<file path="src/rtl/byte_arbiter2_pkg.sv">
// ---------------------------------------------------------------------------
// ByteBusPkg
// Shared types for the two-requester byte-bus arbiter.
//   owner_e     : which requester owns a transfer or read return
//   arb_state_e : arbiter lock state (idle, locked to A, locked to B)
//   PTR_A/PTR_B : encoding of the round-robin priority pointer
// ---------------------------------------------------------------------------
package ByteBusPkg;

    typedef enum logic [1:0] {
        OWN_NONE = 2'd0,
        OWN_A    = 2'd1,
        OWN_B    = 2'd2
    } owner_e;

    typedef enum logic [1:0] {
        ST_IDLE  = 2'd0,
        ST_OWN_A = 2'd1,
        ST_OWN_B = 2'd2
    } arb_state_e;

    localparam logic PTR_A = 1'b0;
    localparam logic PTR_B = 1'b1;

    // Pointer value that gives priority to the requester that did NOT just
    // complete; i_lastWasB=1 means B completed.
    function automatic logic next_ptr(input logic i_lastWasB);
        return i_lastWasB ? PTR_A : PTR_B;
    endfunction

endpackage

</file>
<file path="src/rtl/byte_arbiter2_rrarb2.sv">
// ---------------------------------------------------------------------------
// RrArb2
// Two-way priority selector. With a single request the requester is granted
// directly; with both requesting the pointer picks the winner.
// Ports:
//   req_i[1:0]  in  request vector, bit 0 = A, bit 1 = B
//   pointer_i   in  priority pointer, 0 = A preferred, 1 = B preferred
//   grant_o[1:0] out one-hot grant (all zero when nothing requests)
// ---------------------------------------------------------------------------
module RrArb2 (
    input  logic [1:0] req_i,
    input  logic       pointer_i,
    output logic [1:0] grant_o
);

    always_comb begin
        grant_o = req_i;
        if (req_i == 2'b11) begin
            grant_o = pointer_i ? 2'b10 : 2'b01;
        end
    end

endmodule

</file>
<file path="src/rtl/byte_arbiter2.sv">
// ---------------------------------------------------------------------------
// byte_arbiter2
// Shares one downstream byte-bus between two upstream requesters (A, B).
// A granted request is forwarded combinationally; if the downstream stalls
// (memHold_i=1) the grant is locked to that requester until it completes.
// Read data returns one cycle after completion, steered by the recorded
// owner of the last completed transfer.
// Ports:
//   clk_i, rst_i                  clock, synchronous active-low reset
//   a*_i / a*_o                   requester A request and response
//   b*_i / b*_o                   requester B request and response
//   mem*_o / memReadData_i,
//   memHold_i                     shared downstream port
// Parameters:
//   DATA_BYTE    data width in bytes
//   ADDR_SIZE    address width in bits
//   ROUND_ROBIN  1 = alternate priority after each completion, 0 = A fixed
// ---------------------------------------------------------------------------
module byte_arbiter2
    import ByteBusPkg::*;
#(
    parameter int DATA_BYTE   = 4,
    parameter int ADDR_SIZE   = 32,
    parameter int ROUND_ROBIN = 1
) (
    input  logic                     clk_i,
    input  logic                     rst_i,

    input  logic                     aEnable_i,
    input  logic                     aIsWrite_i,
    input  logic [DATA_BYTE-1:0]     aWriteMask_i,
    input  logic [ADDR_SIZE-1:0]     aAddr_i,
    input  logic [DATA_BYTE*8-1:0]   aWriteData_i,
    output logic [DATA_BYTE*8-1:0]   aReadData_o,
    output logic                     aHold_o,

    input  logic                     bEnable_i,
    input  logic                     bIsWrite_i,
    input  logic [DATA_BYTE-1:0]     bWriteMask_i,
    input  logic [ADDR_SIZE-1:0]     bAddr_i,
    input  logic [DATA_BYTE*8-1:0]   bWriteData_i,
    output logic [DATA_BYTE*8-1:0]   bReadData_o,
    output logic                     bHold_o,

    output logic                     memEnable_o,
    output logic                     memIsWrite_o,
    output logic [DATA_BYTE-1:0]     memWriteMask_o,
    output logic [ADDR_SIZE-1:0]     memAddr_o,
    output logic [DATA_BYTE*8-1:0]   memWriteData_o,
    input  logic [DATA_BYTE*8-1:0]   memReadData_i,
    input  logic                     memHold_i
);

    arb_state_e r_state;
    arb_state_e w_stateNxt;
    logic       r_ptr;
    logic       w_ptrNxt;
    owner_e     r_rdOwner;
    owner_e     w_rdOwnerNxt;

    logic [1:0] w_arbGrant;
    logic       w_gntA;
    logic       w_gntB;
    logic       w_complete;

    RrArb2 u_rrArb (
        .req_i     ({bEnable_i, aEnable_i}),
        .pointer_i (r_ptr),
        .grant_o   (w_arbGrant)
    );

    always_ff @(posedge clk_i) begin
        if (!rst_i) begin
            r_state   <= ST_IDLE;
            r_ptr     <= PTR_A;
            r_rdOwner <= OWN_A;
        end else begin
            r_state   <= w_stateNxt;
            r_ptr     <= w_ptrNxt;
            r_rdOwner <= w_rdOwnerNxt;
        end
    end

    always_comb begin
        w_gntA         = 1'b0;
        w_gntB         = 1'b0;
        w_stateNxt     = ST_IDLE;
        w_ptrNxt       = r_ptr;
        w_rdOwnerNxt   = r_rdOwner;
        memEnable_o    = 1'b0;
        memIsWrite_o   = 1'b0;
        memWriteMask_o = '0;
        memAddr_o      = '0;
        memWriteData_o = '0;
        aHold_o        = 1'b1;
        bHold_o        = 1'b1;
        aReadData_o    = '0;
        bReadData_o    = '0;

        // Grant selection. While locked, the owner keeps the grant only as
        // long as it keeps enable high; dropping it releases the lock with
        // no grant this cycle and no pointer change.
        if (rst_i) begin
            case (r_state)
                ST_IDLE: begin
                    w_gntA = w_arbGrant[0];
                    w_gntB = w_arbGrant[1];
                end
                ST_OWN_A: w_gntA = aEnable_i;
                ST_OWN_B: w_gntB = bEnable_i;
                default: begin
                    w_gntA = 1'b0;
                    w_gntB = 1'b0;
                end
            endcase
        end

        if (w_gntA) begin
            memEnable_o    = 1'b1;
            memIsWrite_o   = aIsWrite_i;
            memWriteMask_o = aWriteMask_i;
            memAddr_o      = aAddr_i;
            memWriteData_o = aWriteData_i;
        end else if (w_gntB) begin
            memEnable_o    = 1'b1;
            memIsWrite_o   = bIsWrite_i;
            memWriteMask_o = bWriteMask_i;
            memAddr_o      = bAddr_i;
            memWriteData_o = bWriteData_i;
        end

        if (rst_i) begin
            aHold_o = w_gntA ? memHold_i : aEnable_i;
            bHold_o = w_gntB ? memHold_i : bEnable_i;
            // Read return follows the last completed owner, not the current
            // grant, so data from a completion lands even while the other
            // requester is already being served.
            if (r_rdOwner == OWN_A) begin
                aReadData_o = memReadData_i;
            end else if (r_rdOwner == OWN_B) begin
                bReadData_o = memReadData_i;
            end
        end

        w_complete = (w_gntA | w_gntB) & ~memHold_i;

        if (w_gntA && memHold_i) begin
            w_stateNxt = ST_OWN_A;
        end else if (w_gntB && memHold_i) begin
            w_stateNxt = ST_OWN_B;
        end

        if (w_complete) begin
            w_rdOwnerNxt = w_gntB ? OWN_B : OWN_A;
            if (ROUND_ROBIN != 0) begin
                w_ptrNxt = next_ptr(w_gntB);
            end
        end
    end

endmodule
</file>
<file path="config.mk">
export PLATFORM = sky130hd
export DESIGN_NAME = byte_arbiter2
export DESIGN_NICKNAME = d
export VERILOG_FILES = /design/src/rtl/byte_arbiter2_pkg.sv /design/src/rtl/byte_arbiter2_rrarb2.sv /design/src/rtl/byte_arbiter2.sv
export SDC_FILE = /design/constraint.sdc
export NUM_CORES = 1
export LEC_CHECK = 0
export ABC_AREA = 1
export CORE_AREA = 2 2 122 124
export DETAILED_ROUTE_END_ITERATION = 8
export DIE_AREA = 0 0 124 126
export SLEW_MARGIN = 0
export SYNTH_ARGS = -nofsm -noshare
export SYNTH_HDL_FRONTEND = slang
export SYNTH_SLANG_ARGS = --single-unit
</file>
<file path="constraint.sdc">
create_clock -name clk_i -period 3.4 [get_ports clk_i]
set_input_delay 0.51 -clock clk_i [delete_from_list [all_inputs] [get_ports clk_i]]
set_output_delay 0.51 -clock clk_i [all_outputs]
set_load 0.05 [all_outputs]
</file>
==> summary.md <==
| Metric | Value |
|---|---|
| Main synth FF type | dfxtp_1 |
| Final Skew | 0.0003595 ns |
| Worst Reg-to-Reg Cells | 8 |
| Setup TNS | 0 ns |
| Die area | 15620 sq um |
| RePlAce Congestion | 0.7622 |
| Final worst-path cycle share | 0.9228 |
| Core area | 14310 sq um |
| Synth warnings | 0 |
| Resized cells post-CTS | 0 |
| GR met1 Demand/Resource | 0.1441 |
| Critical Path Source Type | input port |
| CP endpoint kind | output pin |
| Total I/O pin count | 311 |
| Top cell type's share of synthesized area | 0.3857 |
| Layout cell share with drive strength beyond 1 | 0.1842 |
| Die Width | 124 um |
| Detailed-route vias per instance | 4.140 |
| Avg Inst Size Synth | 6.487 sq um |
| Fmax | 0.3187 GHz |
| Post-synth EDFFs | 0 |
| Post-DP HPWL | 9881 um |
| Hold Path Stages | 2 |
| Hold_buf cts | 0 |
| Synth Cell Area | 1544 sq um |
| P&R area growth vs syn | 257.0% |
| Min Tclk post-route | 3.138 ns |
| Num CTS Buffers | 3 |
| CP required | 2.89 ns |
| Top area cells in the synthesized netlist | a22o_1 (39%), nor3_1 (21%), buf_6 (10%), inv_1 (9.5%), dfxtp_1 (6.5%) |
| Post-layout nets | 708 |
| Clk_lat worst skew | 0.22 ns |
| Rows | 44 |
| First-pass GRT wire length | 16390 um |
| DR WL/cell | 16.74 um |
| Syn Inst Count | 238 |
| Async S/R FF share, synth | 0 |
| Chip Height | 126 um |
| Grt ovf | 0 |
| Drt first-iter violations | 88 |
| Max Fanout on Critical Path | 63 |
| FF-to-FF End | r_rdOwner[1] |
| Area leader, netlist | a22o_1 |
| Crit Path Class | in -> out |
| Peak supply drop | 0.0001033 V |
| PortBufs | 310 |
| Clock-pin transition on the worst setup and hold timing paths | 0.03 ns |
| Clock sink count | 5 |
| Distinct cells, synth | 20 |
| Busiest grt layer | met2 |
| Starting Density | 0.1079 |
| Worst-margin pin slew | 1.068 ns |
| Max-slew violations | 0 |
| PD cells | 230.2 nW/um^2 |
| Count leader, synth | a22o_1 |
| Status | completed |
| R2R Setup Slk | 2.14 ns |
| Synth top cells by count | a22o_1 (68), nor3_1 (64), inv_1 (39), nand2_1 (15), buf_6 (14) |
| Total DRC errors in the routed layout | 0 |
| Vias post-DR | 2964 |
| M2 GR Usage | 0.2728 |
| DR pass1 iterations | 4 |
| Setup bufs post-CTS | 0 |
| Fill cell count | 1386 |
| Diodes inserted | 0 |
| DP Worst Slack | 0.2577 ns |
| Max-cap violations | 0 |
| Seq cells post-synth | 5 |
| Hold Path Origin | r_rdOwner[0] |
| H-tree Lvls | 1 |
| Number of global-route vias before repair | 3008 |
| Static Leak | 2.274 nW |
| Reg2Reg Launch Point | r_state[1] |
| Worst Path Arrival | 2.63 ns |
| Sink of the worst hold path | r_rdOwner[0] |
| Syn nets | 413 |
| Total GRT Usage | 0.1358 |
| Pin count of the biggest net entering global routing | 64 |
| Antenna violations before repair | 1 |
| Hold Path Class | reg -> reg |
| Worst setup margin | 0.2624 ns |
| Clock root buffer | clkbuf_16 |
| Final hold viol count | 0 |
| Final-report setup violation count | 0 |
| Drt total wl | 11990 um |
| Final antenna-violating net count | 0 |
| Met3 GRT Util | 0.03623 |
| Slew HR | 0.2878 |
| RSZ-0062 raised after global routing | false |
| CTS tree | built |
| Sequential fraction of the synthesis area | 0.06483 |
| Largest buffer count on any clock path | 2 |
critical path, stage by stage:
cell,delay [ns]
clkdlybuf4s50_1,0.54
inv_2,0.09
buf_4,0.30
nor3_1,0.28
clkdlybuf4s50_1,0.86
worst max path at each step:
stage	from	to	cells after the start
after floorplan	rst_i	bHold_o	6
after global placement	rst_i	bReadData_o[6]	5
after detailed placement	rst_i	aReadData_o[24]	5
after CTS	rst_i	aReadData_o[24]	5
after global routing	rst_i	aReadData_o[10]	5
final	rst_i	bReadData_o[6]	5
final cells by class:
| class | instances | area [sq um] | share of cell area |
|---|---|---|---|
| Sequential cell | 5 | 100.1 | 0.01816 |
| Clock buffer | 4 | 78.83 | 0.01430 |
| Timing Repair Buffer | 318 | 3879 | 0.7037 |
| Tap cell | 184 | 230.2 | 0.04177 |
| Inverter | 42 | 162.7 | 0.02951 |
| Multi-Input combinational cell | 163 | 1061 | 0.1925 |
layout by cell type (no fill, tap or decap):
| cell | netlist | layout |
|---|---|---|
| a22o_1 | 68 | 68 |
| nor3_1 | 64 | 64 |
| clkbuf_1 | 3 | 1 |
| nor2_2 | 2 | 2 |
| clkbuf_16 | 0 | 3 |
| nand2_2 | 2 | 2 |
| nand3_2 | 1 | 1 |
| inv_2 | 1 | 1 |
| nand3b_1 | 1 | 1 |
| inv_1 | 39 | 39 |
| clkdlybuf4s50_1 | 0 | 231 |
| dfxtp_1 | 5 | 5 |
| nand3_1 | 2 | 2 |
| a21oi_1 | 2 | 2 |
| nor2_1 | 4 | 4 |
| inv_4 | 2 | 2 |
| nand2_1 | 15 | 15 |
| or2_1 | 1 | 1 |
| o21ai_0 | 1 | 1 |
| buf_12 | 0 | 73 |
| buf_4 | 0 | 14 |
sequential cells by signal (all words and copies together), names as in the netlist:
signal / flops
r_state: 2
r_ptr: 1
r_rdOwner: 2
metrics by stage:
stage	cell area (sq um)	power (W)	utilization	hold WS [ns]	cells
2_1_floorplan	1544	0.0005319	-	0.4289	238
3_3_place_gp	5433	0.001074	0.3795	0.4432	712
3_5_place_dp	5433	0.001080	0.3795	0.4572	712
4_1_cts	5512	0.001281	0.3851	0.4662	716
5_1_grt	5512	0.001317	0.3851	0.4963	716
6_report	5512	0.001269	0.3851	0.4603	716
where the power goes:
part	internal [W]	switching (W)	total, W	leakage (nW)
registers	0.0000622	0.00000159	0.0000638	0.0410
clock network	0.000155	0.0000358	0.000191	0.0382
logic	0.000492	0.000522	0.00101	2.19
per-layer routing:
layer | wire [um] | vias up | part of all wire
li1 | - | 1443 | -
met1 | 4355 | 1357 | 0.36
met2 | 6295 | 160 | 0.53
met3 | 1323 | 2 | 0.11
met4 | 0 | 2 | 0
met5 | 13 | - | 0.0011
cell families after synthesis:
family	share of synthesized area
buffers and inverters	0.2480
DFF	0.06483
and+or+nand+nor	0.2917
AOI/OAI and AO/OA	0.3955
No activity file was read; power rests on OpenSTA's default activity.
